==> src/rtl/step_accumulator.sv <==
// step_accumulator
//   Registered accumulator. On each enabled cycle it adds or subtracts a
//   programmable step, modulo LIMIT+1. In wrap mode it wraps around; in
//   saturate mode it sticks at 0 or LIMIT. It also has a synchronous load,
//   a one-cycle terminal-count pulse, a sticky overflow flag and a
//   saturating event counter.
//
// Parameters
//   WIDTH  : accumulator, step and load width
//   LIMIT  : largest legal accumulator value (1 .. 2**WIDTH-1)
//   ECNT_W : width of the saturating event counter
//
// Ports
//   ck      in   clock, rising edge
//   clr     in   synchronous active-high clear; wins over everything
//   en      in   count enable
//   dn      in   0 = add step, 1 = subtract step
//   sat     in   0 = wrap modulo LIMIT+1, 1 = saturate at 0 / LIMIT
//   step    in   step value (clamped to LIMIT)
//   ld      in   synchronous load strobe; beats en
//   ld_val  in   load value (clamped to LIMIT)
//   ovf_clr in   clears ovf; a same-cycle event wins
//   q       out  accumulator value
//   tc      out  one-cycle pulse after a wrap/saturate event
//   ovf     out  sticky event flag
//   ecnt    out  saturating count of events
module step_accumulator #(
  parameter int WIDTH  = 8,
  parameter int LIMIT  = 2**WIDTH-1,
  parameter int ECNT_W = 4
) (
  input  logic              ck,
  input  logic              clr,
  input  logic              en,
  input  logic              dn,
  input  logic              sat,
  input  logic [WIDTH-1:0]  step,
  input  logic              ld,
  input  logic [WIDTH-1:0]  ld_val,
  input  logic              ovf_clr,
  output logic [WIDTH-1:0]  q,
  output logic              tc,
  output logic              ovf,
  output logic [ECNT_W-1:0] ecnt
);

  // All arithmetic is done one bit wider than the accumulator, so sums up to
  // 2*LIMIT and the modulus LIMIT+1 are represented without truncation.
  localparam logic [WIDTH:0]   LIM_X = (WIDTH+1)'(LIMIT);
  localparam logic [WIDTH:0]   MOD_X = (WIDTH+1)'(LIMIT + 1);
  localparam logic [WIDTH-1:0] LIM_W = WIDTH'(LIMIT);

  logic [WIDTH-1:0]  q_q, q_d;
  logic              tc_q, tc_d;
  logic              ovf_q, ovf_d;
  logic [ECNT_W-1:0] ecnt_q, ecnt_d;

  logic [WIDTH:0]    q_x;
  logic [WIDTH:0]    s_x;
  logic [WIDTH:0]    sum_x;
  logic [WIDTH:0]    wrap_x;
  logic [WIDTH-1:0]  ld_c;
  logic [WIDTH-1:0]  cnt_res;
  logic              cnt_event;

  // Count datapath: next value and event flag for an enabled cycle.
  always_comb begin
    q_x       = {1'b0, q_q};
    s_x       = ({1'b0, step} > LIM_X) ? LIM_X : {1'b0, step};
    ld_c      = ({1'b0, ld_val} > LIM_X) ? LIM_W : ld_val;
    sum_x     = '0;
    wrap_x    = '0;
    cnt_res   = q_q;
    cnt_event = 1'b0;
    if (!dn) begin
      sum_x = q_x + s_x;
      if (sum_x > LIM_X) begin
        cnt_event = 1'b1;
        wrap_x    = sum_x - MOD_X;
        cnt_res   = sat ? LIM_W : wrap_x[WIDTH-1:0];
      end else begin
        cnt_res = sum_x[WIDTH-1:0];
      end
    end else begin
      if (q_x >= s_x) begin
        sum_x   = q_x - s_x;
        cnt_res = sum_x[WIDTH-1:0];
      end else begin
        // q < s here, so q + (LIMIT+1) - s lies in 0..LIMIT.
        cnt_event = 1'b1;
        wrap_x    = q_x + MOD_X - s_x;
        cnt_res   = sat ? '0 : wrap_x[WIDTH-1:0];
      end
    end
  end

  // Next-state selection: ld beats en. ovf_clr is applied first, so an
  // event in the same cycle sets ovf again.
  always_comb begin
    q_d    = q_q;
    tc_d   = 1'b0;
    ovf_d  = ovf_q & ~ovf_clr;
    ecnt_d = ecnt_q;
    if (ld) begin
      q_d = ld_c;
    end else if (en) begin
      q_d = cnt_res;
      if (cnt_event) begin
        tc_d  = 1'b1;
        ovf_d = 1'b1;
        if (ecnt_q != '1) begin
          ecnt_d = ecnt_q + 1'b1;
        end
      end
    end
  end

  always_ff @(posedge ck) begin
    if (clr) begin
      q_q    <= '0;
      tc_q   <= 1'b0;
      ovf_q  <= 1'b0;
      ecnt_q <= '0;
    end else begin
      q_q    <= q_d;
      tc_q   <= tc_d;
      ovf_q  <= ovf_d;
      ecnt_q <= ecnt_d;
    end
  end

  assign q    = q_q;
  assign tc   = tc_q;
  assign ovf  = ovf_q;
  assign ecnt = ecnt_q;

endmodule
==> config.mk <==
export PLATFORM = sky130hd
export DESIGN_NAME = step_accumulator
export DESIGN_NICKNAME = d
export VERILOG_FILES = /design/src/rtl/step_accumulator.sv
export SDC_FILE = /design/constraint.sdc
export NUM_CORES = 1
export LEC_CHECK = 0
export BUFFER_PORTS_ARGS = -buffer_cell sky130_fd_sc_hd__buf_2
export CORE_ASPECT_RATIO = 0.8
export CORE_UTILIZATION = 39
export DETAILED_ROUTE_END_ITERATION = 8
export GPL_TIMING_DRIVEN = 1
export PLACE_DENSITY = 0.62
export SLEW_MARGIN = 20
export SYNTH_ARGS = -nofsm -noshare
export SYNTH_HDL_FRONTEND = slang
export SYNTH_SLANG_ARGS = --single-unit
==> constraint.sdc <==
create_clock -name ck -period 2.7 [get_ports ck]
set_input_delay 0.405 -clock ck [delete_from_list [all_inputs] [get_ports ck]]
set_output_delay 0.405 -clock ck [all_outputs]
set_load 0.01 [all_outputs]
---- Yosys cells after proc, flatten, opt, wreduce, memory -nomap -nowiden ----
Index checks and enable logic that the tools add are counted.
operators by class
  muxes and demuxes ....................... 14
  $lt $le $gt $ge ......................... 2
  add/subtract/negate cells ............... 6
  bitwise operators ....................... 4
  equality and inequality tests ........... 1
  reductions and logical operators ........ 3
operators by type and width
  cell                   number
  $mux W8                7
  $sub A8 B8 Y8          2
  $add A8 B8 Y9          1
  $gt A9 B8 Y1 const B   1
  $add A8 B1 Y8 const B  1
  $ge A8 B8 Y1           1
  $sub A8 B1 Y8 const B  1
  $mux W1                7
  $add A4 B1 Y4 const B  1
  $ne A4 B4 Y1 const B   1
  $reduce_and A4 Y1      1
  $not A1 Y1             3
  $reduce_or A3 Y1       1
  $reduce_bool A2 Y1     1
  $and A1 B1 Y1          1
word-level totals
  bits in registers ....................... 14

---- Logic depth before layout (Yosys ltp) ----
Gate-level depths: netlist of run 1.
  depth in word-level cells ............... 7
  mapped depth ............................ 9
  depth with buffers taken out ............ 9

---- Worst setup path before layout of run 1 ----
Ideal clock, no wire load.
  path type ............................... register to register
  from .................................... register q_q[0], in the netlist q[0]
  to ...................................... register q_q[3], in the netlist q[3]
  required time ........................... 2.614 ns
  cell stages (with the launch flop) ...... 10
  arrival time ............................ 2.186 ns
  path slack .............................. 0.428 ns
  setup time .............................. 0.086 ns
  cell sequence ........................... dfxtp_1 inv_1 ha_1 fa_1 nand2b_1 a31o_2 a32oi_2 a21boi_1 o221ai_1 a221oi_2
between the ends
  cells in the longest elaborated chain, start to end .. 7
  elaborated cells between the ends (all ways) .. 14
  classes of those cells .................. add/sub (5); order compare (2); mux (7)
RTL lines
  what                                            line    RTL
  start, declared                                 53      logic [WIDTH-1:0] q_q, q_d;
  start signal, assigned                          125     q_q <= q_d;
  $add A8 B8 Y9 or $add A8 B1 Y8 (tied branches)  76, 91
  $sub A8 B1 Y8 or $sub A8 B8 Y8 (tied branches)  79, 91
  $mux W8 (on tied branches)                      80, 92
  $mux W8 (on tied branches)                      77, 85
  $mux W8 (*)                                     75      if (!dn) begin
  $mux W8 (*)                                     106     end else if (en) begin
  $mux W8 (*)                                     104     if (ld) begin
Every way passes the cells marked *; elsewhere a longest branch is shown, timed or not. The select of a mux whose other input is x is not followed.
A chain may end at the register's enable or synchronous reset.

---- Final worst setup path of run 1 ----
  from .................................... register q_q[0], in the netlist q[0]
  to ...................................... register q_q[7], in the netlist q[7]
The elaborated chain is that of the path after synthesis.

==> summary.md, run 1 <==
| Metric | Value |
|---|---|
| Area of the die | `4210 um^2` |
| Grt total ovfl | `0` |
| Drt total wl | `4190 um` |
| Hold bufs inserted after CTS | `0` |
| Sink Count | `14` |
| Clock latency on the worst-skew pair | `0.25 ns` |
| Reg2reg path depth | `9` |
| Post-DRT Antenna Nets | `0` |
| Area contributors post-synth | `dfxtp_1, ha_1, inv_1` |
| Resized cells post-CTS | `0` |
| Initial Utilization | `40.8%` |
| DRC errors left | `0` |
| Syn_area_per_cell | `7.67 um^2` |
| Nets | `281` |
| DP Worst Slack | `0.119 ns` |
| WL/cell | `14.3 um` |
| Worst r2r dst | `q[7]$_SDFFE_PP0P_` |
| Least-Margin Pin Slew | `0.391 ns` |
| Initial DRC Count | `137` |
| Hold path depth | `3` |
| CP endpoint kind | `register` |
| Flop2flop setup slack | `0.20 ns` |
| First-pass GRT wire length | `6650 um` |
| WP data required | `2.88 ns` |
| Status | `finished, final reports clean` |
| Clock Skew | `0.000911 ns` |
| Peak supply drop | `0.141 mV` |
| HPWL after detailed placement | `3260 um` |
| GRT Total Usage | `21.1%` |
| Vias in the first global route | `1,326` |
| DR vias | `1,573` |
| Ports | `37` |
| Slew Viols, Final | `0` |
| Synth Register Bits | `14` |
| Hold_sp | `ld_val[3]` |
| Commonest cells in the netlist | `inv_1, nand2_1, ha_1` |
| Core footprint | `3780 um^2` |
| Cts bufs inserted | `3` |
| Final worst slack | `0.204 ns` |
| Cells after Synth | `201` |
| CTS tree | `done` |
| Post-synth top area cell | `dfxtp_1` |
| Top_reg_cell synth | `dfxtp_1` |
| Gpl congestion | `0.880` |
| Die height | `58.2 um` |
| Largest net degree at the start of global routing | `15` |
| Slew HR | `73.7%` |
| Antenna cells | `0` |
| Sum Neg Setup Slack | `0 ns` |
| Distinct cell type count after synthesis | `49` |
| CP arrival | `2.67 ns` |
| Clock root buffer | `clkbuf_8` |
| CP Class | `reg -> reg` |
| # setup viols final | `0` |
| Final critical-path share of the clock period | `92.5%` |
| Post-layout util | `48.1%` |
| Max cap viols | `0` |
| Syn nets | `243` |
| Layout cells sized above 1 | `21.9%` |
| Post-CTS Setup Repair Bufs | `0` |
| Yosys warns | `0` |
| Via/cell ratio | `5.39` |
| Initial antenna violation count | `0` |
| Max FO, Critical Path | `5` |
| Most frequent cell after synthesis | `inv_1` |
| Clock transition at path regs | `0.06 ns` |
| Layout area overhead | `17.9%` |
| Path type of the worst min-delay path | `in -> reg` |
| IO Port Bufs | `36` |
| PwrDens | `390 nW/um^2` |
| Unrepaired setup endpoints after global routing | `no` |
| Row cnt | `20` |
| WHS Endpoint | `q[3]$_SDFFE_PP0P_` |
| Number of synthesized flops with an enable pin | `0` |
| Asr flop ratio synth | `0%` |
| Worst hold margin | `0.406 ns` |
| Hold Fails Final Rpt | `0` |
| Tmin final | `2.50 ns` |
| Die width | `72.3 um` |
| Synthesized cell area | `1540 um^2` |
| TritonRoute pass-1 iters | `4` |
| CTS Buffer Depth | `2` |
| CP startpoint kind | `register` |
| Share of the synthesized area in the top cell type | `18.2%` |
| Proportion of synthesized chip area in sequential cells | `18.2%` |
| F_max | `401 MHz` |
| Leak | `0.885 nW` |
| CTS H-Tree Depth | `1` |
| RR Startpoint | `q[0]$_SDFFE_PP0P_` |
registers in the layout, indices dropped and copies added (netlist names):
register	count
ovf	1
q	8
tc	1
ecnt	4
kinds of logic after synthesis:
logic type / synth area share (%)
multiplexers: 2.35
adder cells (fa/ha/maj): 16.4
AO/OA/AOI/OAI: 25.7
AND/OR/NAND/NOR: 25.6
flip-flops: 18.2
XOR/XNOR: 3.98
buffers and inverters: 7.71
worst max-delay path, cell delays in order, from the launching register on:
cell and delay (ns):
dfxtp_1 0.34, inv_1 0.07, ha_1 0.22, fa_1 0.43, nand2b_1 0.21, a31o_2 0.29, a32oi_2 0.29, and3_1 0.30
nand2_1 0.09, a31oi_1 0.18
cells in the final DEF (no fill, tap or decap), drive strengths merged, types with 4 or more instances in the layout:
cell / n
nor2b: 7
or3: 5
a21oi: 12
and3: 6
inv: 20
o21a: 4
xnor2: 6
nor3: 12
nand2: 18
o31ai: 5
nor2: 12
o21ai: 10
a31oi: 6
buf: 40
nand3: 5
ha: 17
dfxtp: 14
area by class of cell:
class                           instances  area, um^2
Fill cell                             380        1960
Multi-Input combinational cell        160        1140
Sequential cell                        14         280
Timing Repair Buffer                   40         210
Inverter                               20        75.1
Tap cell                               55        68.8
Clock buffer                            3        41.3
worst max-delay path by stage:
stage                            from                end  slack, ns
floorplan           q[0]$_SDFFE_PP0P_  q[3]$_SDFFE_PP0P_       0.43
global placement              step[0]  q[5]$_SDFFE_PP0P_       0.15
detailed placement            step[0]  q[3]$_SDFFE_PP0P_       0.12
CTS                 q[0]$_SDFFE_PP0P_  q[3]$_SDFFE_PP0P_       0.23
global route        q[0]$_SDFFE_PP0P_  q[0]$_SDFFE_PP0P_       0.06
finish              q[0]$_SDFFE_PP0P_  q[7]$_SDFFE_PP0P_       0.20
per-layer routing:
| layer | global-route usage [%] | vias to the layer above | wire length [um] |
|---|---|---|---|
| met3 | 4.00 | 5 | 285 |
| met4 | 7.56 | 0 | 51 |
| li1 | - | 786 | - |
| met1 | 31.7 | 718 | 2130 |
| met5 | 0 | - | 0 |
| met2 | 29.5 | 64 | 1720 |
report_power, final:
group	total (mW)	leakage (nW)	switching [mW]	internal (mW)
clock network	0.178	0.0216	0.0792	0.0991
registers	0.234	0.115	0.0136	0.220
logic	0.297	0.748	0.167	0.130
total	0.709	0.885	0.260	0.449
per-stage QoR:
step	cells	cell area, um^2	power, mW
3_5_place_dp	289	1780	0.527
5_1_grt	292	1820	0.757
3_3_place_gp	289	1780	0.528
4_1_cts	292	1820	0.709
6_report	292	1820	0.709
2_1_floorplan	201	1540	0.448
(Power assumes the default switching activity.)
==> inputs of run 2 (changes only) <==
--- a/config.mk
+++ b/config.mk
@@ -6,7 +6,6 @@
 export NUM_CORES = 1
 export LEC_CHECK = 0
 export BUFFER_PORTS_ARGS = -buffer_cell sky130_fd_sc_hd__buf_2
-export CORE_ASPECT_RATIO = 0.8
 export CORE_UTILIZATION = 39
 export DETAILED_ROUTE_END_ITERATION = 8
 export GPL_TIMING_DRIVEN = 1
==> constraint.sdc (replaced) <==
create_clock -name ck -period 2.8 [get_ports ck]
set_input_delay 0.42 -clock ck [delete_from_list [all_inputs] [get_ports ck]]
set_output_delay 0.42 -clock ck [all_outputs]
set_load 0.01 [all_outputs]
==> run 2 against run 1 <==
Compared with the run above:
- worst setup slack better by 0.12 ns
- non-clock buffer count is 1 lower
- maximum frequency is 0.61% higher
- register-to-register slack better by 0.12 ns
- die area hardly changed
- final cell count is 2.4% lower
- combinational power is 5% lower
==> summary.md, run 2 (synthesis results as in run 1) <==
| Metric | Value |
|---|---|
| Status | `finished, final reports clean (unchanged)` |
| Path type of the worst min-delay path | `in -> reg (unchanged)` |
| Placed insts | `281 (was 289)` |
| Layout Cells excl Fill | `285 (was 292)` |
| HPWL after detailed placement | `3190 um (was 3260 um)` |
| Sum Neg Setup Slack | `0 ns (unchanged)` |
| Max FO, Critical Path | `5 (unchanged)` |
| Antenna cells | `0 (unchanged)` |
| Leak | `0.888 nW (was 0.885 nW)` |
| Grt total ovfl | `0 (unchanged)` |
| Initial antenna violation count | `0 (unchanged)` |
| Peak supply drop | `0.161 mV (was 0.141 mV)` |
| Clock latency on the worst-skew pair | `0.25 ns (about the same)` |
| Initial DRC Count | `47 (was 137)` |
| Drt total wl | `4040 um (was 4190 um)` |
| CP arrival | `2.65 ns (was 2.67 ns)` |
| TritonRoute pass-1 iters | `4 (unchanged)` |
| Placed Area | `1760 um^2 (was 1780 um^2)` |
| First-pass GRT wire length | `6850 um (was 6650 um)` |
| Ports | `37 (unchanged)` |
| Core footprint | `3720 um^2 (was 3780 um^2)` |
| CP Class | `reg -> reg (unchanged)` |
| Unrepaired setup endpoints after global routing | `no (unchanged)` |
| Resized cells post-CTS | `0 (unchanged)` |
| Clock transition at path regs | `0.07 ns (was 0.06 ns)` |
| CTS H-Tree Depth | `1 (unchanged)` |
| Slew Viols, Final | `0 (unchanged)` |
| Final critical-path share of the clock period | `88.6% (was 92.5%)` |
| Post-DRT Antenna Nets | `0 (unchanged)` |
| Tmin final | `2.48 ns (was 2.50 ns)` |
| Layout cells sized above 1 | `21.9% (unchanged)` |
| Leading cell type in the layout, fill and taps excluded | `buf_2 (unchanged)` |
| Clock root buffer | `clkbuf_8 (unchanged)` |
| Post-CTS Setup Repair Bufs | `0 (unchanged)` |
| DR vias | `1,532 (was 1,573)` |
| CP endpoint kind | `register (unchanged)` |
| CP startpoint kind | `register (unchanged)` |
| Hold bufs inserted after CTS | `0 (unchanged)` |
| Layout area overhead | `17.8% (was 17.9%)` |
| Hold Fails Final Rpt | `0 (unchanged)` |
| Sink Count | `14 (unchanged)` |
| Largest net degree at the start of global routing | `15 (unchanged)` |
| IO Port Bufs | `36 (unchanged)` |
| Max cap viols | `0 (unchanged)` |
| Power, Total | `721 uW (was 709 uW)` |
| Area of the die | `4210 um^2 (about the same)` |
| WL/cell | `14.2 um (was 14.3 um)` |
| Die width | `64.9 um (was 72.3 um)` |
| Cts bufs inserted | `3 (unchanged)` |
| Vias in the first global route | `1,440 (was 1,326)` |
| Via/cell ratio | `5.38 (was 5.39)` |
| CTS tree | `done (unchanged)` |
| # setup viols final | `0 (unchanged)` |
| Post-layout util | `48.9% (was 48.1%)` |
| Slew HR | `75.2% (was 73.7%)` |
| Die height | `64.9 um (was 58.2 um)` |
| DRC errors left | `0 (unchanged)` |
| Nets | `280 (was 281)` |
| F_max | `403 MHz (was 401 MHz)` |
| Initial Utilization | `41.5% (was 40.8%)` |
| GRT Total Usage | `20.7% (was 21.1%)` |
| Least-Margin Pin Slew | `0.371 ns (was 0.391 ns)` |
| Max reg flops | `8 (unchanged)` |
| Clock Skew | `0.00352 ns (was 0.000911 ns)` |
| CTS Buffer Depth | `2 (unchanged)` |
| PwrDens | `397 nW/um^2 (was 390 nW/um^2)` |
| Gpl congestion | `0.845 (was 0.880)` |
| Final instance area | `1820 um^2 (about the same)` |
| Row cnt | `22 (was 20)` |
| WP data required | `2.97 ns (was 2.88 ns)` |
| Most frequent cells in the layout | `buf_2, inv_1, nand2_1 (unchanged)` |
==> run 2: cell types whose count changed in the layout (fill, tap and decap cells not counted), sizes merged <==
cell / previous run / this run
buf: 40 / 39
clkbuf: 3 / 4
==> run 2: metal layers <==
layer  up-vias  GRT usage (%)  routed length [um]
met5         -              0                   0
met1       694           32.1                2100
met4         0           5.00                  47
li1        789              -                   -
met3         6           1.41                 190
met2        43           30.3                1700
==> run 2: final cells by class <==
cell class                 instances  area [um^2]
clock buffer                       4         55.1
multi-input combinational        160         1140
timing repair buffer              39          203
inverter                          20         75.1
fill                             417         1900
sequential                        14          280
tap                               48         60.1
==> run 2: final timing paths <==
kind	start	endpoint	slack (ns)	cells after the start
setup / recovery	q[0]$_SDFFE_PP0P_	q[3]$_SDFFE_PP0P_	0.32	9
hold / removal	ld_val[3]	q[3]$_SDFFE_PP0P_	0.42	3
setup reg to reg	q[0]$_SDFFE_PP0P_	q[3]$_SDFFE_PP0P_	0.32	9
hold reg to reg	ovf$_SDFF_PP0_	ovf$_SDFF_PP0_	0.48	2
==> run 2: report_power, final <==
group	total, mW	internal (mW)	switching (mW)
logic	0.282	0.124	0.158
clock network	0.213	0.125	0.0886
registers	0.225	0.212	0.0136
==> run 2: through the flow <==
step                      setup WS, ns  hold WS [ns]
final                            0.319         0.420
after global routing             0.147         0.440
after CTS                        0.317         0.420
after detailed placement         0.192         0.468
after global placement           0.187         0.472
after floorplan                  0.528         0.493
==> run 2: worst max-delay path, cell delays in order, from the launching register on <==
cell and delay [ns]:
dfxtp_1 0.36, inv_1 0.08, ha_1 0.21, fa_1 0.40, nand2b_1 0.20, a31o_2 0.29, a32oi_2 0.29, a21boi_1 0.20
o221ai_1 0.15, a221oi_2 0.23
==> inputs of run 3 (changes only) <==
--- a/config.mk
+++ b/config.mk
@@ -5,11 +5,11 @@
 export SDC_FILE = /design/constraint.sdc
 export NUM_CORES = 1
 export LEC_CHECK = 0
-export BUFFER_PORTS_ARGS = -buffer_cell sky130_fd_sc_hd__buf_2
 export CORE_UTILIZATION = 39
 export DETAILED_ROUTE_END_ITERATION = 8
+export DONT_BUFFER_PORTS = 1
 export GPL_TIMING_DRIVEN = 1
-export PLACE_DENSITY = 0.62
+export PLACE_DENSITY = 0.54
 export SLEW_MARGIN = 20
 export SYNTH_ARGS = -nofsm -noshare
 export SYNTH_HDL_FRONTEND = slang
==> run 3 against run 2 <==
Compared with the run above:
- core utilization down 5.3 points
- combinational power down 17%
- largest power group is now sequential cells
- critical path depth unchanged
- final cell count down 13%
- critical endpoint unchanged
- clock power about the same
- sequential share of layout area up 1.9 points
- first-iteration DRC count up 83%
- global-route usage down 0.43 points
==> summary.md, run 3 (synthesis results as in run 1) <==
| Metric | Value |
|---|---|
| Status | `finished, final reports clean (unchanged)` |
| Layout Cells excl Fill | `247 (was 285)` |
| Peak supply drop | `0.154 mV (was 0.161 mV)` |
| Cts bufs inserted | `3 (unchanged)` |
| CP arrival | `2.76 ns (was 2.65 ns)` |
| Clock transition at path regs | `0.07 ns (about the same)` |
| TritonRoute pass-1 iters | `4 (unchanged)` |
| Hold Fails Final Rpt | `0 (unchanged)` |
| CTS Buffer Depth | `2 (unchanged)` |
| Drt total wl | `4110 um (was 4040 um)` |
| # setup viols final | `0 (unchanged)` |
| Seq pwr share | `34.5% (was 31.3%)` |
| Slew Viols, Final | `0 (unchanged)` |
| Flop2flop setup slack | `0.21 ns (was 0.32 ns)` |
| Antenna cells | `0 (unchanged)` |
| Initial DRC Count | `86 (was 47)` |
| Nets | `242 (was 280)` |
| CP startpoint kind | `register (unchanged)` |
| Power, Total | `677 uW (was 721 uW)` |
| Leading cell type in the layout, fill and taps excluded | `inv_1 (was buf_2)` |
| Comb pwr share | `34.5% (was 39.1%)` |
| Die height | `64.9 um (unchanged)` |
| Post-CTS Setup Repair Bufs | `0 (unchanged)` |
| Via/cell ratio | `5.89 (was 5.38)` |
| Initial Utilization | `41.5% (unchanged)` |
| DRC errors left | `0 (unchanged)` |
| CTS tree | `done (unchanged)` |
| Clock Skew | `0.00776 ns (was 0.00352 ns)` |
| Clock root buffer | `clkbuf_8 (unchanged)` |
| Vias in the first global route | `1,396 (was 1,440)` |
| HPWL after detailed placement | `3220 um (was 3190 um)` |
| Core footprint | `3720 um^2 (unchanged)` |
| IO Port Bufs | `0 (was 36)` |
| Path type of the worst min-delay path | `in -> reg (unchanged)` |
| WHS Endpoint | `q[3]$_SDFFE_PP0P_ (unchanged)` |
| Max cap viols | `0 (unchanged)` |
| First-pass GRT wire length | `6580 um (was 6850 um)` |
| CP Class | `reg -> reg (unchanged)` |
| Max FO, Critical Path | `5 (unchanged)` |
| WP data required | `2.97 ns (about the same)` |
| Sum Neg Setup Slack | `0 ns (unchanged)` |
| Sw Pwr | `237 uW (was 260 uW)` |
| Unrepaired setup endpoints after global routing | `no (unchanged)` |
| Internal Power | `440 uW (was 460 uW)` |
| Layout area overhead | `5.11% (was 17.8%)` |
| F_max | `386 MHz (was 403 MHz)` |
| Hold bufs inserted after CTS | `0 (unchanged)` |
| GRT Total Usage | `20.3% (was 20.7%)` |
| Reg2reg path depth | `9 (unchanged)` |
| Least-Margin Pin Slew | `0.393 ns (was 0.371 ns)` |
| Layout cells sized above 1 | `7.04% (was 21.9%)` |
| PwrDens | `418 nW/um^2 (was 397 nW/um^2)` |
| Most frequent cells in the layout | `inv_1, nand2_1, ha_1 (was buf_2, inv_1, nand2_1)` |
| Max reg flops | `8 (unchanged)` |
| CTS H-Tree Depth | `1 (unchanged)` |
| Hold_sp | `clr (was ld_val[3])` |
| Hold path depth | `1 (was 3)` |
| Row cnt | `22 (unchanged)` |
| Resized cells post-CTS | `0 (unchanged)` |
| Post-DRT Antenna Nets | `0 (unchanged)` |
| Area of the die | `4210 um^2 (unchanged)` |
| Sink Count | `14 (unchanged)` |
| CP endpoint kind | `register (unchanged)` |
| Initial antenna violation count | `0 (unchanged)` |
| Slew HR | `73.7% (was 75.2%)` |
| Gpl congestion | `0.943 (was 0.845)` |
| Largest net degree at the start of global routing | `15 (unchanged)` |
| Worst r2r dst | `q[3]$_SDFFE_PP0P_ (unchanged)` |
| DR vias | `1,454 (was 1,532)` |
| Tmin final | `2.59 ns (was 2.48 ns)` |
| WL/cell | `16.6 um (was 14.2 um)` |
| Clock power share | `31.0% (was 29.6%)` |
| Final critical-path share of the clock period | `92.4% (was 88.6%)` |
| Sw Share | `35.0% (was 36.1%)` |
| Die width | `64.9 um (unchanged)` |
| Grt total ovfl | `0 (unchanged)` |
| Ports | `37 (unchanged)` |
| CP Launch Point | `q[0]$_SDFFE_PP0P_ (unchanged)` |
| Clock latency on the worst-skew pair | `0.25 ns (about the same)` |
| Leak | `0.720 nW (was 0.888 nW)` |
| Placed insts | `243 (was 281)` |
| RR Startpoint | `q[0]$_SDFFE_PP0P_ (unchanged)` |
[run 3: changes by cell type in the layout (fill, tap and decap cells not counted), sizes merged]
| cell | before | now |
|---|---|---|
| buf | 39 | 1 |
[run 3: how the worst max path moves through the flow]
stage | endpoint | slack, ns | cells after the start
after floorplan | q[3]$_SDFFE_PP0P_ | 0.53 | 9
final | q[3]$_SDFFE_PP0P_ | 0.21 | 9
after global placement | q[3]$_SDFFE_PP0P_ | 0.21 | 9
after global routing | q[3]$_SDFFE_PP0P_ | 0.05 | 9
after CTS | q[3]$_SDFFE_PP0P_ | 0.19 | 9
after detailed placement | q[3]$_SDFFE_PP0P_ | 0.21 | 9
[run 3: worst max-delay path, cell delays in order (launching register included)]
cell and delay (ns):
dfxtp_1 0.41, inv_1 0.09, ha_1 0.21, fa_1 0.41, nand2b_1 0.19, a31o_2 0.29
a32oi_2 0.31, a21boi_1 0.21, o221ai_1 0.15, a221oi_2 0.22
[run 3: through the flow]
step	util, %	cell area (um^2)	setup slack (ns)	hold WS [ns]
final	43.6	1620	0.213	0.225
after global routing	43.6	1620	0.0454	0.221
after CTS	43.6	1620	0.191	0.219
after detailed placement	42.1	1570	0.211	0.490
after global placement	42.1	1570	0.210	0.490
after floorplan	-	1540	0.528	0.493
[run 3: routing by layer]
layer  track usage (%)  wire [um]  share of wire [%]  up-vias
li1                  -          -                  -      716
met1              28.4       2040                 50      693
met2              31.6       1810                 44       43
met3              3.70        236                5.7        2
met4              5.00         23               0.56        0
met5                 0          0                  0        -
[run 3: final cells by class]
| cell class | instances | area (um^2) |
|---|---|---|
| repair buffers | 1 | 7.51 |
| well taps | 48 | 60.1 |
| flip-flops and latches | 14 | 280 |
| inverters | 20 | 75.1 |
| clock buffers | 4 | 55.1 |
| multi-input cells | 160 | 1140 |
| fillers | 391 | 2100 |
[run 3: power groups by stage]
stage / clock network, mW / logic (mW) / registers, mW
final: 0.210 / 0.233 / 0.234
after floorplan: 0 / 0.199 / 0.233
after global routing: 0.221 / 0.257 / 0.236
after global placement: 0 / 0.232 / 0.237
after CTS: 0.215 / 0.231 / 0.234
after detailed placement: 0 / 0.229 / 0.238
